File: src/rtl/fetch_if.sv
// Bundle of the fetch stage's instruction-memory, consumer and redirect signals.
// master = fetch unit, slave = the memory/decode side that faces it.
`timescale 1ns/1ps
interface fetch_if;
  logic [31:0] imem_addr;
  logic        imem_en;
  logic [31:0] imem_inst;
  logic        out_valid;
  logic        out_ready;
  logic [31:0] out_inst;
  logic [31:0] out_pc;
  logic [31:0] out_pc4;
  logic        br_valid;
  logic [31:0] br_base_pc4;
  logic [31:0] br_offset;
  logic        jmp_valid;
  logic [31:0] jmp_base_pc4;
  logic [25:0] jmp_index;
  logic        misaligned;

  modport master (
    output imem_addr, imem_en, out_valid, out_inst, out_pc, out_pc4, misaligned,
    input  imem_inst, out_ready, br_valid, br_base_pc4, br_offset,
           jmp_valid, jmp_base_pc4, jmp_index
  );

  modport slave (
    input  imem_addr, imem_en, out_valid, out_inst, out_pc, out_pc4, misaligned,
    output imem_inst, out_ready, br_valid, br_base_pc4, br_offset,
           jmp_valid, jmp_base_pc4, jmp_index
  );
endinterface

File: src/rtl/fetch_unit.sv
// Instruction fetch: owns the PC, reads a 1-cycle synchronous imem, buffers
// returns in a 2-entry FIFO and flushes on branch/jump redirects.
`timescale 1ns/1ps
module fetch_unit #(
  parameter logic [31:0] RESET_PC = 32'h0000_0000
) (
  input  logic     clk,
  input  logic     rst,
  fetch_if.master  fif
);

  localparam logic [31:0] RESET_PC_AL = {RESET_PC[31:2], 2'b00};

  typedef struct packed {
    logic [31:0] inst;
    logic [31:0] pc;
  } entry_t;

  logic [31:0] r_fpc;
  logic [31:0] r_tag;
  logic        r_inflight;
  logic        r_misaligned;
  logic [1:0]  r_count;
  logic        r_wr_ptr;
  logic        r_rd_ptr;
  entry_t      r_fifo [2];

  logic        w_valid;
  logic        w_pop;
  logic        w_push;
  logic        w_issue;
  logic        w_redirect;
  logic [2:0]  w_occupied;
  logic [2:0]  w_limit;
  logic [31:0] w_br_target;
  logic [31:0] w_jmp_target;
  logic [31:0] w_target;
  entry_t      w_head;
  logic        w_unused;

  assign w_br_target  = fif.br_base_pc4 + {fif.br_offset[29:0], 2'b00};
  assign w_jmp_target = {fif.jmp_base_pc4[31:28], fif.jmp_index, 2'b00};
  assign w_target     = fif.jmp_valid ? w_jmp_target : w_br_target;
  assign w_redirect   = fif.br_valid | fif.jmp_valid;

  // Bits that the target formulas deliberately discard.
  assign w_unused = ^{fif.jmp_base_pc4[27:0], fif.br_offset[31:30]};

  assign w_valid = (r_count != 2'd0);
  assign w_pop   = w_valid & fif.out_ready;

  // Issue only while FIFO slots plus the in-flight return leave room,
  // counting the slot freed by this cycle's pop.
  assign w_occupied = {1'b0, r_count} + {2'b00, r_inflight};
  assign w_limit    = 3'd2 + {2'b00, w_pop};
  assign w_issue    = !rst && (w_occupied < w_limit) && !w_redirect;
  assign w_push     = r_inflight && !w_redirect;

  always_ff @(posedge clk) begin
    // NOTE: state registers use non-blocking assignments so every flop samples
    // pre-edge values regardless of statement order.
    if (rst) begin
      r_fpc        <= RESET_PC_AL;
      r_tag        <= '0;
      r_inflight   <= 1'b0;
      r_misaligned <= 1'b0;
      r_count      <= 2'd0;
      r_wr_ptr     <= 1'b0;
      r_rd_ptr     <= 1'b0;
    end else begin
      r_misaligned <= w_redirect & (|w_target[1:0]);
      if (w_redirect) begin
        r_fpc      <= {w_target[31:2], 2'b00};
        r_inflight <= 1'b0;
        r_count    <= 2'd0;
        r_wr_ptr   <= 1'b0;
        r_rd_ptr   <= 1'b0;
      end else begin
        r_inflight <= w_issue;
        if (w_issue) begin
          r_tag <= r_fpc;
          r_fpc <= r_fpc + 32'd4;
        end
        if (w_push) r_wr_ptr <= ~r_wr_ptr;
        if (w_pop)  r_rd_ptr <= ~r_rd_ptr;
        case ({w_push, w_pop})
          2'b10:   r_count <= r_count + 2'd1;
          2'b01:   r_count <= r_count - 2'd1;
          default: r_count <= r_count;
        endcase
      end
    end
  end

  // NOTE: the payload array is not reset; it is only observable through the
  // outputs, which are masked to zero while the FIFO is empty.
  always_ff @(posedge clk) begin
    if (w_push) r_fifo[r_wr_ptr] <= '{inst: fif.imem_inst, pc: r_tag};
  end

  assign w_head = r_fifo[r_rd_ptr];

  assign fif.imem_addr  = r_fpc;
  assign fif.imem_en    = w_issue;
  assign fif.out_valid  = w_valid;
  assign fif.out_inst   = w_valid ? w_head.inst : '0;
  assign fif.out_pc     = w_valid ? w_head.pc : '0;
  assign fif.out_pc4    = w_valid ? (w_head.pc + 32'd4) : '0;
  assign fif.misaligned = r_misaligned;

  // Credit accounting must never push into a full FIFO.
  a_no_overflow: assert property (@(posedge clk) disable iff (rst)
    (r_count != 2'd3) && !(w_push && !w_pop && (r_count == 2'd2)));

endmodule
File: src/flat_wrapper.sv
// flat-port wrapper written by rule: the top's interface ports become plain ports
module fetch_unit_flat 
#(
  parameter logic [31:0] RESET_PC = 32'h0000_0000
)
  (clk, rst, fif_imem_addr, fif_imem_en, fif_out_valid, fif_out_inst, fif_out_pc, fif_out_pc4, fif_misaligned, fif_imem_inst, fif_out_ready, fif_br_valid, fif_br_base_pc4, fif_br_offset, fif_jmp_valid, fif_jmp_base_pc4, fif_jmp_index);
  fetch_if fif_i ();
  input  logic clk;
  input  logic rst;
  output wire logic [$bits(fif_i.imem_addr)-1:0] fif_imem_addr;
  output wire logic [$bits(fif_i.imem_en)-1:0] fif_imem_en;
  output wire logic [$bits(fif_i.out_valid)-1:0] fif_out_valid;
  output wire logic [$bits(fif_i.out_inst)-1:0] fif_out_inst;
  output wire logic [$bits(fif_i.out_pc)-1:0] fif_out_pc;
  output wire logic [$bits(fif_i.out_pc4)-1:0] fif_out_pc4;
  output wire logic [$bits(fif_i.misaligned)-1:0] fif_misaligned;
  input wire logic [$bits(fif_i.imem_inst)-1:0] fif_imem_inst;
  input wire logic [$bits(fif_i.out_ready)-1:0] fif_out_ready;
  input wire logic [$bits(fif_i.br_valid)-1:0] fif_br_valid;
  input wire logic [$bits(fif_i.br_base_pc4)-1:0] fif_br_base_pc4;
  input wire logic [$bits(fif_i.br_offset)-1:0] fif_br_offset;
  input wire logic [$bits(fif_i.jmp_valid)-1:0] fif_jmp_valid;
  input wire logic [$bits(fif_i.jmp_base_pc4)-1:0] fif_jmp_base_pc4;
  input wire logic [$bits(fif_i.jmp_index)-1:0] fif_jmp_index;
  assign fif_imem_addr = fif_i.imem_addr;
  assign fif_imem_en = fif_i.imem_en;
  assign fif_out_valid = fif_i.out_valid;
  assign fif_out_inst = fif_i.out_inst;
  assign fif_out_pc = fif_i.out_pc;
  assign fif_out_pc4 = fif_i.out_pc4;
  assign fif_misaligned = fif_i.misaligned;
  assign fif_i.imem_inst = fif_imem_inst;
  assign fif_i.out_ready = fif_out_ready;
  assign fif_i.br_valid = fif_br_valid;
  assign fif_i.br_base_pc4 = fif_br_base_pc4;
  assign fif_i.br_offset = fif_br_offset;
  assign fif_i.jmp_valid = fif_jmp_valid;
  assign fif_i.jmp_base_pc4 = fif_jmp_base_pc4;
  assign fif_i.jmp_index = fif_jmp_index;
  fetch_unit #(.RESET_PC(RESET_PC)) u_core (.clk(clk), .rst(rst), .fif(fif_i));
endmodule
File: config.mk
export PLATFORM = sky130hd
export DESIGN_NAME = fetch_unit_flat
export DESIGN_NICKNAME = d
export VERILOG_FILES = /design/src/rtl/fetch_if.sv /design/src/rtl/fetch_unit.sv /design/src/flat_wrapper.sv
export SDC_FILE = /design/constraint.sdc
export NUM_CORES = 1
export LEC_CHECK = 0
export ABC_AREA = 1
export CAP_MARGIN = 20
export CORE_MARGIN = 1
export CORE_UTILIZATION = 54
export DETAILED_ROUTE_END_ITERATION = 6
export GPL_ROUTABILITY_DRIVEN = 0
export GPL_TIMING_DRIVEN = 0
export PLACE_DENSITY = 0.9
export RECOVER_POWER = 25
export SLEW_MARGIN = 0
export SYNTH_ARGS = -nofsm -noshare
export SYNTH_HDL_FRONTEND = slang
export SYNTH_SLANG_ARGS = --single-unit
export TNS_END_PERCENT = 50
File: constraint.sdc
create_clock -name clk -period 13 [get_ports clk]
set_input_delay 1.95 -clock clk [delete_from_list [all_inputs] [get_ports clk]]
set_output_delay 1.95 -clock clk [all_outputs]
set_load 0.02 [all_outputs]
==> impl_metrics.csv <==
group,metric,value,unit
sta,min_period,6.37,ns
floorplan,core_area,0.0204,sq mm
min_path,holdCritStartpoint,"u_core.r_rd_ptr",
job,cap_violations,0,
sta,fmax,0.157,GHz
yosys,synth_cell_types,50,
yosys,synth_mux_area_share,0.177,%
setup_path,r2r-start,"u_core.r_count[0]",
final_layout,layout-drive-gt1-share,6.12,%
routing,dr.pass1.iters,6,
global_routing,grt_pass1_wl,55900,um
sta,period_share,49.0,%
setup_path,cp.arrival,4.42,ns
global_routing,overflow,0,
yosys,synth_compound_area_share,11.9,%
global_routing,grt_pass1_vias,11155,
setup_path,rrSetupSlack,10.85,ns
yosys,synth_edf_count,124,
yosys,ys_top_cells_by_count,"nand2_1 (407), nor2_1 (173), inv_1 (151)",
place,place_area,0.0143,sq mm
place,place_inst,2018,
global_routing,grt_max_degree,30,
routing,dr_total_vias,11614,
final_layout,design_area,0.0149,sq mm
yosys,synth_top_area_share,32.9,%
final_layout,nNetsFinal,1961,
yosys,syn_area,0.0113,sq mm
yosys,ys_ff_latch,191,
yosys,synth.most_common_cell,"nand2_1",
sta,fin_skew,0.0132,ns
cts,cts_buffers,17,
setup_path,startpoint,"fif_jmp_valid",
place,dp_hpwl,27300,um
floorplan,die_w,147,um
cts,clk_pin_slew,0.07,ns
min_path,min_delay_path_depth,1,
yosys,synth_xor_area_share,2.71,%
routing,routed_wl,35500,um
yosys,synthFlopType,"edfxtp_1",
setup_path,start_kind,"primary input",
sta,fin_setup_tns,0,ns
routing,viasPerCell,5.66,
cts,clock-sinks,191,
sta,setup_viol,0,
status,status,"finished, final reports clean",
routing,ant_nets,0,
cts,ctsResizeCount,0,
yosys,syn_inst,1486,
floorplan,die_y,147,um
cts,h-tree-depth,4,
power,powerDensity,94.4,mW/mm^2
cts,clockBufferDepth,2,
sta,hold_viol,0,
cts,clkLatencyLatePin,0.44,ns
setup_path,critical_path_class,"in -> out",
cts,cts_hold_buf,0,
min_path,holdPathEnd,"u_core.r_rd_ptr",
yosys,yosysWarnings,0,
power,finalPower,1.40,mW
cts,cts_tree,"done",
yosys,synthSimpleGateAreaFrac,28.5,%
global_routing,antenna_found_initial,2,
setup_path,cp_max_fo,10,
final_layout,fin_cells,2052,
yosys,yosys.area_share.adder,3.94,%
setup_path,rr_worst_depth,8,
yosys,synth.largest_area_cell,"edfxtp_1",
yosys,yosysSeqAreaShare,44.8,%
routing,wl_per_cell,17.3,um
yosys,synth_top_family_by_area,"simple AND/OR/NAND/NOR gates",
sta,tightest_slew,0.776,ns
routing,drt_iter0_markers,1146,
floorplan,rows,52,
floorplan,dieArea,0.0215,sq mm
cts,cts_setup_buffers,0,
sta,report.final.slew_viol_count,0,
yosys,async_flop_share,0,%
floorplan,start_util,55.5,%
floorplan,ios,290,
final_layout,syn_to_final_growth,31.5,%
power,ir_drop,0.0953,mV
setup_path,cp.required,11.05,ns
setup_path,critPathCaptureType,"output pin",
routing,drc,0,
setup_path,timing.rr.end,"u_core.r_tag[9]",
place,port_buffers,253,
global_routing,grtUsageTotal,33.2,%
cts,root_buffer,"clkbuf_16",
min_path,hold_path.class,"reg -> reg",
yosys,synth.area.top_cells,"edfxtp_1 (33%), nand2_1 (14%), dfxtp_1 (12%)",
sta,rsz0062_at_grt,"no",
power,p_leak,5.98,nW
sta,max_slew_margin,47.7,%
yosys,syn_area_per_cell,7.61,sq um
==> registers in the layout, indices dropped and copies added (netlist names), named ones only <==
name and count:
u_core.r_fifo 124, u_core.fif.imem_addr 30, u_core.r_tag 30, u_core.r_count 2, u_core.fif.misaligned 1, u_core.r_inflight 1, u_core.r_rd_ptr 1, u_core.r_wr_ptr 1
==> kinds of logic (layout without fill, tap and decap cells) <==
logic type      Yosys count  in the layout
other cells               1              8
xor+xnor                 35             35
flops                   191            191
fa+ha+maj                35             35
mux                       2              2
compound gates          249            249
simple gates            761            761
buf+inv                 212            501
==> worst max-delay path, cell delays in order <==
cell	delay, ns
clkdlybuf4s50_1	0.49
nor2_1	0.53
inv_1	0.12
nor2_1	0.16
buf_2	0.24
buf_2	0.28
clkdlybuf4s50_1	0.65
==> placed cells by master (no fill, tap or decap), drive strengths merged, types with 7 or more instances in the layout <==
cell type	n
nand3b	8
or2	7
nand4	17
o21ai	107
a21oi	114
clkdlybuf4s50	227
buf	27
inv	169
clkbuf	47
nor3	35
nand3	85
dfxtp	67
edfxtp	124
xor2	26
dlygate4sd3	26
xnor2	9
nor2	182
a31oi	8
ha	34
nand2	423
==> power breakdown <==
group	internal, mW	switching (mW)
Clock	0.255	0.247
Combinational	0.0961	0.128
Sequential	0.658	0.0196
==> worst max-delay path by stage <==
| stage | slack, ns | depth (start not counted) | to |
|---|---|---|---|
| after floorplan | 7.23 | 4 | u_core.r_fifo[1][10] |
| final | 6.63 | 7 | fif_imem_en |
| after detailed placement | 6.70 | 7 | fif_imem_en |
| after global routing | 6.56 | 7 | fif_imem_en |
| after CTS | 6.70 | 7 | fif_imem_en |
| after global placement | 4.98 | 5 | u_core.r_fifo[1][50] |
==> cell type report <==
type                       instances  area (sq um)
fill                            1441          5490
multi-input combinational       1088          5380
sequential                       191          5060
timing repair buffer             257          2620
inverter                         159           602
clock buffer                      17           425
tap                              270           338
buffer                            53           297
clock inverter                    15           140
antenna                            2          5.00
==> per-stage QoR <==
step / utilization (%) / worst slack, ns / hold slack, ns
final: 73.0 / 6.63 / 0.460
after global routing: 73.0 / 6.56 / 0.468
after CTS: 73.0 / 6.70 / 0.459
after detailed placement: 70.2 / 6.70 / 0.439
after global placement: 69.7 / 4.98 / 0.432
after floorplan: - / 7.23 / 0.420
==> routing by layer <==
layer | vias up | share of wire (%) | GRT usage (%)
met4 | 2 | 5.1 | 18.2
met5 | - | 0.023 | 0
met3 | 154 | 9.5 | 6.30
met1 | 5238 | 36 | 37.9
met2 | 754 | 49 | 58.5
li1 | 5466 | - | -
No activity file was read; power rests on OpenSTA's default activity.
